$ cat src/rtl/imem_cache.sv
// imem_cache: direct-mapped, read-only instruction cache with a word-serial whole-line refill.
// Latency: a hit answers combinationally in the request cycle; a miss costs at least WORDS+1 cycles until the hit.
// Backpressure: valid stays low for the whole refill; refill beats advance only on mem_rvalid.
// Ports: clk, rst (synchronous, active-high); req/addr/flush lookup inputs; valid/data hit outputs;
//        mem_req/mem_addr refill word request; mem_rdata/mem_rvalid refill beat return.
module imem_cache #(
    parameter int LINES = 16,
    parameter int WORDS = 4
) (
    input  logic        clk,
    input  logic        rst,
    input  logic [31:0] addr,
    input  logic        req,
    input  logic        flush,
    output logic [31:0] data,
    output logic        valid,
    output logic        mem_req,
    output logic [31:0] mem_addr,
    input  logic [31:0] mem_rdata,
    input  logic        mem_rvalid
);
    localparam int OFF_W  = $clog2(WORDS);
    localparam int IDX_W  = $clog2(LINES);
    localparam int TAG_W  = 30 - OFF_W - IDX_W;
    localparam int BASE_W = 30 - OFF_W;

    typedef enum logic {ST_IDLE, ST_REFILL} state_t;
    state_t state_q, state_d;

    // Line storage; only the valid bits carry a reset.
    logic [LINES-1:0] line_vld_q;
    logic [TAG_W-1:0] tag_q  [LINES];
    logic [31:0]      word_q [LINES][WORDS];

    // Refill bookkeeping: latched line base (word address without offset) and current beat.
    logic [BASE_W-1:0] base_q;
    logic [OFF_W-1:0]  beat_q;
    logic              flush_pend_q;

    logic [OFF_W-1:0] a_word;
    logic [IDX_W-1:0] a_idx;
    logic [TAG_W-1:0] a_tag;
    logic [IDX_W-1:0] r_idx;
    logic [TAG_W-1:0] r_tag;
    logic             hit;
    logic             start_refill;
    logic             beat_done;
    logic             last_beat;
    logic             unused_addr_bits;

    assign a_word = addr[2 +: OFF_W];
    assign a_idx  = addr[2 + OFF_W +: IDX_W];
    assign a_tag  = addr[31 -: TAG_W];
    assign r_idx  = base_q[IDX_W-1:0];
    assign r_tag  = base_q[BASE_W-1 -: TAG_W];
    // Byte offset within the word is irrelevant to a word fetch.
    assign unused_addr_bits = ^addr[1:0];

    always_comb begin
        state_d      = state_q;
        start_refill = 1'b0;
        beat_done    = 1'b0;
        last_beat    = 1'b0;
        valid        = 1'b0;
        data         = '0;
        mem_req      = 1'b0;
        mem_addr     = '0;
        hit          = line_vld_q[a_idx] && (tag_q[a_idx] == a_tag);
        case (state_q)
            ST_IDLE: begin
                // A flush in the same cycle suppresses both the hit and any refill start.
                valid = req && hit && !flush;
                if (valid) begin
                    data = word_q[a_idx][a_word];
                end
                if (req && !hit && !flush) begin
                    start_refill = 1'b1;
                    state_d      = ST_REFILL;
                end
            end
            ST_REFILL: begin
                // Address comes only from registered base/beat, so it is stable until mem_rvalid.
                mem_req   = 1'b1;
                mem_addr  = {base_q, beat_q, 2'b00};
                beat_done = mem_rvalid;
                last_beat = mem_rvalid && (beat_q == OFF_W'(WORDS - 1));
                if (last_beat) begin
                    state_d = ST_IDLE;
                end
            end
            default: state_d = ST_IDLE;
        endcase
    end

    always_ff @(posedge clk) begin
        if (rst) begin
            state_q      <= ST_IDLE;
            line_vld_q   <= '0;
            flush_pend_q <= 1'b0;
            beat_q       <= '0;
        end else begin
            state_q <= state_d;
            if (state_q == ST_IDLE) begin
                if (flush) begin
                    line_vld_q <= '0;
                end
                if (start_refill) begin
                    beat_q <= '0;
                end
            end else begin
                if (flush) begin
                    flush_pend_q <= 1'b1;
                end
                if (beat_done) begin
                    beat_q <= beat_q + 1'b1;
                end
                if (last_beat) begin
                    flush_pend_q <= 1'b0;
                    // A flush seen at any point of the refill also kills the line just filled.
                    if (flush_pend_q || flush) begin
                        line_vld_q <= '0;
                    end else begin
                        line_vld_q[r_idx] <= 1'b1;
                    end
                end
            end
        end
    end

    // Unreset payload; a partially written line is harmless because its valid bit stays clear.
    always_ff @(posedge clk) begin
        if (start_refill) begin
            base_q <= addr[31 -: BASE_W];
        end
        if (beat_done && !rst) begin
            word_q[r_idx][beat_q] <= mem_rdata;
        end
        if (last_beat && !rst) begin
            tag_q[r_idx] <= r_tag;
        end
    end
endmodule

$ cat config.mk
export PLATFORM = sky130hd
export DESIGN_NAME = imem_cache
export DESIGN_NICKNAME = d
export VERILOG_FILES = /design/src/rtl/imem_cache.sv
export SDC_FILE = /design/constraint.sdc
export NUM_CORES = 2
export LEC_CHECK = 0
export CAP_MARGIN = 20
export CELL_PAD_IN_SITES_DETAIL_PLACEMENT = 1
export CELL_PAD_IN_SITES_GLOBAL_PLACEMENT = 1
export CORE_MARGIN = 1.5
export CORE_UTILIZATION = 45
export CTS_BUF_LIST = sky130_fd_sc_hd__clkbuf_4
export DETAILED_ROUTE_END_ITERATION = 16
export GPL_TIMING_DRIVEN = 0
export PLACE_DENSITY = 0.76
export SYNTH_ARGS = -nofsm -noshare
export SYNTH_HDL_FRONTEND = slang
export SYNTH_SLANG_ARGS = --single-unit
$ cat constraint.sdc
create_clock -name clk -period 8.35 [get_ports clk]
set_clock_uncertainty 0.1 [all_clocks]
set_input_delay 2.0875 -clock clk [delete_from_list [all_inputs] [get_ports clk]]
set_output_delay 2.0875 -clock clk [all_outputs]
set_load 0.005 [all_outputs]
# Yosys cells after proc, flatten, opt, wreduce, memory -nomap -nowiden
# Memories as Yosys holds them, arrays and structs flattened.
# Cells that the tools add are included.
# classes
eq_ne	4
mux	33
n_addsub	1
n_lt_le_gt_ge	6
n_reduce_logical	20
bitwise_logic	4
# op_table
op	count
$mux W32	6
$mux W128	1
$bmux W32 S2	1
$demux W32 S2	1
$mux W16	4
$eq A24 B24 Y1	1
$or A16 B16 Y16	1
$mux W1	14
$logic_and A1 B1 Y1	10
$lt A4 B5 Y1 const B	2
$ge A3 B3 Y1 const B	2
$mux W2	3
$not A2 Y3	2
$reduce_and A2 Y1	3
$reduce_bool A2 Y1	3
$bmux W1 S4	1
$demux W1 S4	1
$ge A4 B1 Y1 const B	1
$ne A2 B1 Y1 const B	2
$logic_not A1 Y1	3
$lt A3 B1 Y1 const B	1
$add A2 B1 Y2 const B	1
$eq A2 B2 Y1 const B	1
$pmux W1 S2	1
2 further kinds	2
# totals
out_inout_bits	66
memories	2
in_bits	69
reg_bits	48
mem_bits_rw	2432
wordCells	75
# memory_table
name	words	width	read_ports	rd_clocked_by_memory_dff	write_ports	line_no	rtl
word_q	16	128	1	0	1	33	logic [31:0] word_q [LINES][WORDS];
tag_q	16	24	1	0	1	32	logic [TAG_W-1:0] tag_q [LINES];

# Depth between registers and ports, before layout
# logic_depth
word_depth	10
mapped_depth	14
ltp_nobuf	8

# Least setup slack after synthesis
# OpenSTA, ideal clock, no wires.
# synth_path
kind	input to output
from	input addr[5]
to	output data[2]
path_stages	9
t_arrival_ns	4.593
required_time_ns	6.162
setup_slack_ns	1.570
cell_sequence	buf_6 -> buf_4 -> buf_4 -> clkbuf_1 -> clkbuf_1 -> mux4_2 -> mux4_2 -> mux4_2 -> nor3b_2
# synth_between
elab_chain_len	7
word_cells_on_any_way	13
# synth_lines
element	line_no	rtl
start, declared	12	input logic [31:0] addr,
$mem_v2 Z16 W24 or $bmux W1 S4 (tied branches)	-	
$eq A24 B24 Y1 or $mux W1 (tied branches)	68	hit = line_vld_q[a_idx] && (tag_q[a_idx] == a_tag);
$logic_and A1 B1 Y1	68	
$logic_and A1 B1 Y1 (2 in a row)	72	valid = req && hit && !flush;
$mux W32 (*)	73	if (valid) begin
$mux W32 (*)	69	case (state_q)
end, declared	15	output logic [31:0] data,
# Mark *: on every way between the ends. The rest lies on a longest branch, timed or not. The select of a mux whose other input is x is not followed.

# Worst setup path in the final report
# layout_path
from	input addr[5]
to	output data[25]
# Same word-level chain as after synthesis.

==> impl_metrics.env <==
export IMPL_outcome="complete, but fails checks"
export IMPL_violations="setup timing"
export IMPL_numPortBuffers=129
export IMPL_synthTopCellsByArea="edfxtp_1 77%, mux4_2 18%, mux2i_1 0.84%"
export IMPL_r2r_setup_slack_ps=4220
export IMPL_drt_first_pass_iters=5
export IMPL_critPathMaxFanout=10
export IMPL_grt_pass1_wl_um=419000
export IMPL_ctsHtreeMaxLevel=6
export IMPL_reg2reg_to="word_q[2][110]"
export IMPL_fillCellCount=18400
export IMPL_max_clock_path_buffers=4
export IMPL_clockRootBuffer="clkbuf_4"
export IMPL_placed_cells=6998
export IMPL_slew_headroom_pct=14.5
export IMPL_layout_common_cells="2460 x edfxtp_1, 892 x clkbuf_4, 746 x mux4_2"
export IMPL_ys_types=67
export IMPL_min_from="line_vld_q[2]"
export IMPL_clkLatencyLatePin_ps=1490
export IMPL_hold_viol_final=0
export IMPL_fin_setup_tns_ps=-41.1
export IMPL_dp_hpwl_um=184000
export IMPL_num_rows=169
export IMPL_powerDensity_nw_per_um2=229
export IMPL_antenna_found_initial=26
export IMPL_synth_area_sq_um=95600
export IMPL_hold_class="flip-flop to flip-flop"
export IMPL_ctsHoldBuffers=0
export IMPL_clkSlewWorstSetupHoldPaths_ps=80
export IMPL_drive_gt1_share_pct=41.2
export IMPL_crit_type="primary input to output pin"
export IMPL_cp_start_kind="primary input"
export IMPL_cp_arrival_ps=6180
export IMPL_grt_pass1_vias=53400
export IMPL_die_x_um=464
export IMPL_required_ps=6160
export IMPL_viasPerCell=6.44
export IMPL_synth_edff_count=2460
export IMPL_final_cells=8063
export IMPL_max_slew_worst_pin_slew_ps=1270
export IMPL_gr_total_overflow=0
export IMPL_power_mw=25.7
export IMPL_ys_ff_latch=2480
export IMPL_gp_congestion=0.829
export IMPL_numCtsBuffers=627
export IMPL_yosysWarningCount=0
export IMPL_syn_avg_cell_area_sq_um=24.4
export IMPL_die_area_sq_um=215000
export IMPL_drtAntennaViolNets=0
export IMPL_holdPathEnd="line_vld_q[2]"
export IMPL_grt_max_degree=61
export IMPL_cts_tree="done"
export IMPL_drv_cap=0
export IMPL_clock_fmax_mhz=120
export IMPL_drt_wl_total_um=303000
export IMPL_num_vias=51900
export IMPL_synth_main_ff_cell="edfxtp_1"
export IMPL_fin_util_pct=53.0
export IMPL_wl_per_cell_um=37.6
export IMPL_setup_slack_ps=-14.2
export IMPL_fin_nets=4886
export IMPL_setup_violations=3
export IMPL_synth_top_area_cell="edfxtp_1"
export IMPL_synth_top_area_share_pct=77.3
export IMPL_p_leak_nw=35.6
export IMPL_reg2reg_from="base_q[1]"
export IMPL_area_delta_synth_final_pct=17.2
export IMPL_grtUsageTotal_pct=27.9
export IMPL_first_iter_violations=8641
export IMPL_clock_sinks=2480
export IMPL_finalMaxSlewViolations=0
export IMPL_preCtsSetupSlack_ps=-1450
export IMPL_initial_core_util_pct=45.2
export IMPL_critPathCaptureType="output pin"
export IMPL_chipHeight_um=464
export IMPL_ys_seq_area_share_pct=77.7
export IMPL_period_share_pct=100
export IMPL_synth_cells=3923
export IMPL_ios=135
export IMPL_hold_depth=2
export IMPL_drc=0
export IMPL_post_route_min_period_ps=8360
export IMPL_layout_commonest_cell="edfxtp_1"
export IMPL_ir_drop_v=0.000124
export IMPL_coreArea_sq_um=212000
export IMPL_async_reset_ff_share_pct=0
export IMPL_r2r_cells=6
## sequential cells by signal, summed over array words and instances (netlist names)
name          count
state_q           1
base_q           28
tag_q           384
beat_q            2
flush_pend_q      1
word_q         2048
line_vld_q       16
## worst max-delay path, stage by stage
cell	delay [ps]
clkdlybuf4s50_1	530
buf_6	170
buf_12	170
buf_8	190
buf_4	230
buf_8	220
buf_4	260
mux4_2	380
mux4_2	590
mux4_2	620
nor3b_2	210
clkdlybuf4s50_1	500
## synthesized netlist by cell type (5+ instances only)
cell / instances
nand4_1: 5
o21ai_0: 5
mux2i_1: 80
buf_1: 13
and2_1: 32
nand2b_1: 7
xor2_1: 14
nor2b_1: 12
a31oi_1: 11
buf_4: 26
clkbuf_1: 90
inv_1: 6
a41oi_1: 7
buf_6: 17
a21oi_1: 10
nor3b_2: 29
nor3_1: 7
xnor2_1: 16
dfxtp_1: 20
edfxtp_1: 2460
buf_2: 65
nand2_1: 38
nand3_1: 11
mux4_2: 746
mux2_2: 10
a22oi_1: 15
nor2_1: 108
## cell families (layout without fill, tap and decap cells)
kind of cell	Yosys count	in the layout	share of synthesized area [%]
DFF	2480	2480	77.7
muxes	837	837	18.5
and+or+nand+nor	272	272	1.63
buffers and inverters	220	1520	1.21
AOI/OAI and AO/OA	79	79	0.610
xor gates and xnor gates	30	30	0.275
adders and majority gates	4	4	0.0523
other	1	20	0.00392
## per-layer routing
metal	GRT usage (%)	routed length, um
met5	0	87
met4	14.7	17200
met3	7.59	36800
met2	43.2	143000
met1	36.3	106000
## how the worst max path moves through the flow
| stage | slack (ps) | cells past startpoint | endpoint | from |
|---|---|---|---|---|
| after floorplan | 1570 | 9 | data[2] | addr[5] |
| after global placement | -1680 | 11 | data[31] | addr[5] |
| after detailed placement | -1450 | 12 | data[1] | addr[4] |
| after CTS | -6 | 11 | data[6] | addr[4] |
| after global routing | -40 | 17 | data[8] | addr[5] |
| final | -10 | 12 | data[25] | addr[5] |
## layout make-up
class	count	area, sq um	area share, %
diodes	18	45.0	0.0402
plain buffers	213	1780	1.59
clock buffers	873	6550	5.85
clock inverters	167	967	0.863
inverters	7	27.5	0.0246
multi-input cells	1224	20900	18.7
flip-flops and latches	2480	74300	66.3
well taps	2821	3530	3.15
repair buffers	260	3960	3.53
## power by group
| group | switching, mW | internal, mW | total (mW) |
|---|---|---|---|
| logic | 0.915 | 0.576 | 1.49 |
| registers | 0.0309 | 13.7 | 13.7 |
| clock network | 5.31 | 5.15 | 10.5 |
| total | 6.26 | 19.4 | 25.7 |
## through the flow
step / area [sq um] / hold slack (ps)
floorplan: 95600 / 332
finish: 112000 / 406
global placement: 100000 / 345
global route: 112000 / 421
CTS: 112000 / 382
detailed placement: 104000 / 361
## what timing repair did
action,in CTS,in global routing
setup endpoints to repair,33,27
pin swaps,3,4
resized for setup,222,64
buffers inserted,4,1
Note: power is estimated with default switching activity, not from simulation.
